File: src/rtl/seq_monitor_pkg.sv
// seq_monitor_pkg: sequence constants and state encoding shared by the monitor.
package seq_monitor_pkg;
  localparam logic [3:0] START = 4'd13;
  localparam logic [3:0] END = 4'd3;
  localparam logic [3:0] STEP = 4'd2;
  typedef logic [1:0] state_t;
  localparam state_t IDLE = 2'b00;
  localparam state_t HUNT = 2'b01;
  localparam state_t TRACK = 2'b10;
endpackage

File: src/rtl/seq_monitor_if.sv
// seq_monitor_if: sample stream in, lock/error status out.
interface seq_monitor_if #(parameter int CNT_W = 8);
  logic en;
  logic in_valid;
  logic [3:0] in_data;
  logic locked;
  logic err;
  logic [1:0] state;
  logic [CNT_W-1:0] period_cnt;
  logic [CNT_W-1:0] err_cnt;
  modport master (output en, in_valid, in_data, input locked, err, state, period_cnt, err_cnt);
  modport slave (input en, in_valid, in_data, output locked, err, state, period_cnt, err_cnt);
endinterface

File: src/rtl/sat_counter.sv
// sat_counter: saturating up-counter with synchronous clear.
module sat_counter #(parameter int W = 8) (
  input logic clk,
  input logic rst,
  input logic clr,
  input logic inc,
  output logic [W-1:0] cnt
);
  always_ff @(posedge clk or posedge rst)
    if (rst) cnt <= '0;
    else cnt <= clr ? '0 : (inc && !(&cnt)) ? cnt + 1'b1 : cnt;
endmodule

File: src/rtl/seq_monitor.sv
// seq_monitor: tracks the 13,11,...,3 sequence; SEQ_MONITOR_ERRCNT_EN adds the error counter.
module seq_monitor
  import seq_monitor_pkg::*;
#(parameter int CNT_W = 8) (
  input logic clk,
  input logic rst,
  seq_monitor_if.slave bus
);
  state_t state_q, state_d;
  logic [3:0] exp_q, exp_d;
  logic err_q, err_d, period_inc;
  logic [CNT_W-1:0] period_cnt, err_cnt;
  always_comb begin
    state_d = state_q;
    exp_d = exp_q;
    err_d = 1'b0;
    period_inc = 1'b0;
    if (!bus.en) begin
      state_d = IDLE;
      exp_d = START;
    end else case (state_q)
      IDLE: state_d = HUNT;
      HUNT: if (bus.in_valid && bus.in_data == START) begin
        state_d = TRACK;
        exp_d = START - STEP;
      end
      TRACK: if (bus.in_valid) begin
        if (bus.in_data == exp_q) begin
          period_inc = exp_q == END;
          exp_d = (exp_q == END) ? START : exp_q - STEP;
        end else begin
          err_d = 1'b1;
          // a fresh START during a mismatch is taken as the beginning of a new period
          state_d = (bus.in_data == START) ? TRACK : HUNT;
          exp_d = (bus.in_data == START) ? START - STEP : START;
        end
      end
      default: state_d = IDLE;
    endcase
  end
  always_ff @(posedge clk or posedge rst)
    if (rst) begin
      state_q <= IDLE;
      exp_q <= START;
      err_q <= 1'b0;
    end else begin
      state_q <= state_d;
      exp_q <= exp_d;
      err_q <= err_d;
    end
  sat_counter #(.W(CNT_W)) u_period (.clk(clk), .rst(rst), .clr(1'b0), .inc(period_inc), .cnt(period_cnt));
`ifdef SEQ_MONITOR_ERRCNT_EN
  sat_counter #(.W(CNT_W)) u_err (.clk(clk), .rst(rst), .clr(1'b0), .inc(err_d), .cnt(err_cnt));
`else
  assign err_cnt = '0;
`endif
  assign bus.state = state_q;
  assign bus.locked = state_q == TRACK;
  assign bus.err = err_q;
  assign bus.period_cnt = period_cnt;
  assign bus.err_cnt = err_cnt;
endmodule

File: src/flat_wrapper.sv
// flat-port wrapper written by rule: the top's interface ports become plain ports
module seq_monitor_flat import seq_monitor_pkg::*;
#(parameter int CNT_W = 8)
  (clk, rst, bus_en, bus_in_valid, bus_in_data, bus_locked, bus_err, bus_state, bus_period_cnt, bus_err_cnt);
  seq_monitor_if #(.CNT_W(CNT_W)) bus_i ();
  input logic clk;
  input logic rst;
  input wire logic [$bits(bus_i.en)-1:0] bus_en;
  input wire logic [$bits(bus_i.in_valid)-1:0] bus_in_valid;
  input wire logic [$bits(bus_i.in_data)-1:0] bus_in_data;
  output wire logic [$bits(bus_i.locked)-1:0] bus_locked;
  output wire logic [$bits(bus_i.err)-1:0] bus_err;
  output wire logic [$bits(bus_i.state)-1:0] bus_state;
  output wire logic [$bits(bus_i.period_cnt)-1:0] bus_period_cnt;
  output wire logic [$bits(bus_i.err_cnt)-1:0] bus_err_cnt;
  assign bus_i.en = bus_en;
  assign bus_i.in_valid = bus_in_valid;
  assign bus_i.in_data = bus_in_data;
  assign bus_locked = bus_i.locked;
  assign bus_err = bus_i.err;
  assign bus_state = bus_i.state;
  assign bus_period_cnt = bus_i.period_cnt;
  assign bus_err_cnt = bus_i.err_cnt;
  seq_monitor #(.CNT_W(CNT_W)) u_core (.clk(clk), .rst(rst), .bus(bus_i));
endmodule
File: config.mk
export PLATFORM = sky130hd
export DESIGN_NAME = seq_monitor_flat
export DESIGN_NICKNAME = d
export VERILOG_FILES = /design/src/rtl/seq_monitor_pkg.sv /design/src/rtl/seq_monitor_if.sv /design/src/rtl/sat_counter.sv /design/src/rtl/seq_monitor.sv /design/src/flat_wrapper.sv
export SDC_FILE = /design/constraint.sdc
export NUM_CORES = 1
export LEC_CHECK = 0
export ABC_AREA = 1
export ABC_CLOCK_PERIOD_IN_PS = 3500
export CAP_MARGIN = 5
export CORE_ASPECT_RATIO = 1.2
export CORE_UTILIZATION = 45
export CTS_BUF_LIST = sky130_fd_sc_hd__clkbuf_4 sky130_fd_sc_hd__clkbuf_8
export CTS_CLUSTER_SIZE = 10
export DETAILED_ROUTE_END_ITERATION = 16
export PLACE_DENSITY = 0.75
export SYNTH_ARGS = -nofsm -noshare
export SYNTH_HDL_FRONTEND = slang
export SYNTH_SLANG_ARGS = --single-unit
File: constraint.sdc
create_clock -name clk -period 3.5 [get_ports clk]
set_input_delay 0.7 -clock clk [delete_from_list [all_inputs] [get_ports clk]]
set_output_delay 0.7 -clock clk [all_outputs]
set_load 0.01 [all_outputs]
==> Yosys cells after proc, flatten, opt, wreduce, memory -nomap -nowiden <==
Cells that the tools add are included.
{ "word_totals": {"reg_bits": 15, "in_bits": 8, "out_inout_bits": 20, "word_cells": 43} }
{ "op_classes": {"add_sub_neg": 2, "n_eq_ne": 9, "mux": 21, "reduce_logical": 7} }
{ "ops": {"columns": ["cell", "n"], "rows": [
  ["4-bit 2-to-1 mux", 5],
  ["2-bit 2-to-1 mux", 5],
  ["8-bit by 1-bit adder with 8-bit output, second input constant", 1],
  ["1-bit 2-to-1 mux", 8],
  ["4-bit case mux with 2 select lines", 1],
  ["8-bit AND reduction", 1],
  ["3-bit inequality test, second input constant", 2],
  ["2-bit case mux with 3 select lines", 1],
  ["3-bit AND reduction", 2],
  ["4-bit by 2-bit == test with 1-bit output, second input constant", 1],
  ["4-bit == test", 1],
  ["4-bit == test, second input constant", 1],
  ["4-bit by 2-bit subtractor with 4-bit output, second input constant", 1],
  ["3-bit 2-to-1 mux", 1],
  ["3-bit by 1-bit inequality test with 1-bit output, second input constant", 1],
  ["3-bit by 2-bit inequality test with 1-bit output, second input constant", 1],
  ["2-bit by 1-bit == test with 1-bit output, second input constant", 1],
  ["2-bit == test, second input constant", 1],
  ["1-bit logical AND", 2],
  ["2-bit zero test", 1],
  ["1-bit zero test", 1]
]} }

==> Longest topological paths before layout <==
{ "depth": {"depth_word": 6, "ltp_mapped": 9, "depth_no_buf": 9} }

==> Modules after synthesis <==
From an unflattened synthesis, not the netlist that was laid out.
{ "hier_totals": {"cells_unflattened": 167, "area_unflattened_um2": 1159.9} }
{ "by_module_without_submodules": {"columns": ["module", "instances", "cells_each", "area_per_inst_um2", "seq_area_each_um2"], "rows": [
  ["seq_monitor", 1, 95, 641.9, 178.9],
  ["sat_counter", 1, 72, 518.0, 200.2]
]} }

==> Least setup slack after synthesis <==
No wires, ideal clock.
{ "synth_timing": {"path_type": "input -> register", "startpoint": "input port bus_in_data[1]", "endpoint": "register u_core.u_period.cnt[6]", "setup_time_ns": 0.118, "t_arrival_ns": 1.426, "required_time_ns": 3.382, "setup_slack_ns": 1.956, "path_stages": 9, "path_buffers": 0, "path_cell_list": "inv_1 > nand2_1 > nand2_2 > nor2_4 > nand2_4 > nor2_8 > nand3_4 > nand2_1 > nand2_1"} }
{ "synth_via": {"elab_chain_len": 6} }
{ "synth_lines": {"columns": ["item", "line", "text"], "rows": [
  ["from (decl)", "flat_wrapper.sv:10", "input wire logic [$bits(bus_i.in_data)-1:0] bus_in_data;"],
  ["4-bit == test", "seq_monitor.sv:28", "if (bus.in_data == exp_q) begin"],
  ["1-bit 2-to-1 mux", "seq_monitor.sv:28", null],
  ["1-bit 2-to-1 mux", "seq_monitor.sv:27", "TRACK: if (bus.in_valid) begin"],
  ["1-bit 2-to-1 mux", "seq_monitor.sv:21", "end else case (state_q)"],
  ["1-bit 2-to-1 mux", "seq_monitor.sv:18", "if (!bus.en) begin"],
  ["1-bit logical AND", "sat_counter.sv:11", "else cnt <= clr ? '0 : (inc && !(&cnt)) ? cnt + 1'b1 : cnt;"],
  ["to (signal assigned)", "sat_counter.sv:11", null],
  ["to (decl)", "sat_counter.sv:7", "output logic [W-1:0] cnt"]
]} }
Every way passes these cells.
A chain may end at the register's enable or synchronous reset.

==> Worst setup path after layout <==
{ "layout_timing": {"startpoint": "register u_core.state_q[0] (netlist: u_core.bus.state[0])", "endpoint": "output port bus_locked"} }
{ "layout_via": {"elab_chain_len": 1} }
{ "layout_lines": {"columns": ["item", "line", "text"], "rows": [
  ["from (decl)", "seq_monitor.sv:9", "state_t state_q, state_d;"],
  ["from (signal assigned)", "seq_monitor.sv:47", "state_q <= state_d;"],
  ["2-bit == test", "seq_monitor.sv:58", "assign bus.locked = state_q == TRACK;"],
  ["to (decl)", "flat_wrapper.sv:11", "output wire logic [$bits(bus_i.locked)-1:0] bus_locked;"]
]} }
Every way passes these cells.

==> results.ini <==
[synthesis]
synth-compound-area-share_pct=4.348
yosys_register_bits=15
synth_top_family_by_area=simple AND/OR/NAND/NOR gates
netlist_area_sq_um=1065
yosys.area_share.simple_pct=40.89
seq_area_frac_synth_pct=35.61
synth_xor_area_share_pct=4.113
yosysUniqueCellTypes=25
yosysWarnings=0
synthMuxAreaShare_pct=0
syn_avg_cell_area_sq_um=7.394
syn_inst=144
synth_fa_ha_area_share_pct=2.350

[floorplan]
start_util_pct=49.77
die_w_um=46.41
fp.coreArea_sq_um=2140
die_area_sq_um=2566
die_h_um=55.29
num_rows=18
io_pins=28

[clock_tree]
cts_tree=yes
h-tree-depth=1
ctsRootBufferMaster=clkbuf_4
clk_pin_slew_ns=0.09
cts_hold_buf=0
cts_made_buffers=3
post_cts_buffers=0
cts.sinks=15
cts_buffer_depth=2
post_cts_resized=0
clk_latency_ns=0.28

[global_routing]
grt_usage_pct=18.75
grt_antenna_before_repair=0
grt_pass1_wl_mm=3.601
grt_overflow=0
grt_pass1_vias=855
grt_max_degree=16

[placement]
placed_area_sq_um=1259
portBuffers=19
preCtsSetupSlack_ns=1.299
routabilityCongestion=0.8250
hpwl_mm=1.662

[finish]
layout_commonest_cell=nand2_1
seq_area_sq_um=379.1
fin_area_sq_um=1289
area_growth_pct=21.03
fin_nets=177
layout-drive-gt1-share_pct=12.65
layout_common_cells=nand2_1, clkdlybuf4s50_1, inv_1, dfrtp_1
num-fill-cells=195
multi_input_area_sq_um=580.6
num_antenna_cells=0

[pwr]
fin_total_pwr_w=0.0004954
power_density_nw_per_um2=384.4
leakage_nw=0.7049
vdd_drop_max_mv=0.2766

[timing]
fin_skew_ns=0.001325
tightestPinTransition_ns=0.5743
period_share_pct=62.56
period_needed_ns=2.190
max_slew_margin_pct=61.67
hold-worst-slack_ns=0.5106
finalHoldViolations=0
fmax_mhz=456.7
fin_setup_tns_ns=0
setup_viol=0
drv_slew=0
finalWorstSetupSlack_ns=1.310
rsz0062_at_grt=false

[run]
cap_viol_max_count=0

[status]
status=completed

[drt]
wl_mm=2.085
drtIter0Drc=32
wl_per_cell_um=10.64
vias=974
drt-vias-per-instance=4.969
firstDrtPassIters=4
drc=0
ant_nets=0

[critical_path]
arrival_ns=1.49
crit_required_ns=2.80
critical_path_class=register to output pin
reg2reg_slack_ns=1.96
critPathMaxFanout=5
endpoint_kind=output pin
crit_path_start_kind=register

[hold_path]
min_path_type=register to register

==> report_power, final <==
| part | switching (W) | internal (W) | total (W) |
|---|---|---|---|
| combinational | 0.000104 | 0.0000684 | 0.000172 |
| sequential | 0.0000197 | 0.000197 | 0.000216 |
| clock | 0.0000549 | 0.0000521 | 0.000107 |
| total | 0.000178 | 0.000317 | 0.000495 |
==> final cells by class <==
class	instances	area share (%)
clock buffer	4	2.330
inverter	19	5.534
multi-input combinational	109	45.05
sequential	15	29.42
tap	30	2.913
timing repair buffer	19	14.76
==> metal layers <==
| layer | global-route usage (%) | up-vias | wire (um) |
|---|---|---|---|
| met5 | 0 | - | 0 |
| met2 | 27.98 | 29 | 1012 |
| met1 | 26.88 | 449 | 969 |
| li1 | - | 493 | - |
| met4 | 6.303 | 0 | 23 |
| met3 | 2.941 | 3 | 80 |
==> registers in the layout, indices dropped and copies added, names as in the netlist <==
register / flops
u_core.exp_q: 4
u_core.bus.state: 2
u_core.u_period.cnt: 8
u_core.bus.err: 1
==> synth_stat cells <==
cell type	count	area share, %
xnor2_1	2	1.6
o21ai_2	1	0.82
conb_1	1	0.35
nand3b_1	1	0.71
nand4_1	10	5.9
ha_1	2	2.3
nor2_8	1	1.9
inv_2	2	0.71
nand3_4	1	1.6
nand3_1	10	4.7
inv_1	17	6.0
buf_4	8	5.6
nand2_4	1	1.1
o21ai_0	2	0.94
a21oi_1	4	1.9
dfstp_2	3	7.4
dfrtp_1	12	28
nor2_1	7	2.5
nand3_2	1	0.94
nor2_2	2	1.2
a21boi_1	1	0.71
nor2_4	2	2.1
nand2_1	47	17
xor2_1	3	2.5
nand2_2	3	1.8
==> critical path, stage by stage, from the launching register on <==
cell,delay [ns]
dfrtp_1,0.43
nor2_2,0.21
clkdlybuf4s50_1,0.57
==> stage by stage <==
stage	cells	utilization, %
final	196	60.23
after global routing	196	60.23
after CTS	196	60.23
after detailed placement	192	58.83
after global placement	192	58.83
after floorplan	151	-
==> path summary, 6_finish.rpt <==
path	cells after the start	startpoint	end
max	2	u_core.bus.state[0]$_DFFE_PP0P_	bus_locked
max in group asynchronous	2	rst	u_core.exp_q[0]$_DFFE_PP1P_
min	2	u_core.exp_q[0]$_DFFE_PP1P_	u_core.exp_q[0]$_DFFE_PP1P_
max reg2reg	7	u_core.u_period.cnt[0]$_DFFE_PP0P_	u_core.u_period.cnt[7]$_DFFE_PP0P_
min in group asynchronous	2	rst	u_core.bus.err$_DFF_PP0_
min reg2reg	2	u_core.exp_q[0]$_DFFE_PP1P_	u_core.exp_q[0]$_DFFE_PP1P_
==> cell families after synthesis <==
logic type / count (synthesis)
AND/OR/NAND/NOR: 86
buffers and inverters: 27
flip-flops: 15
AO/OA/AOI/OAI: 8
XOR/XNOR: 5
adder cells (fa/ha/maj): 2
other: 1
Power figures use the tool's default switching activity.
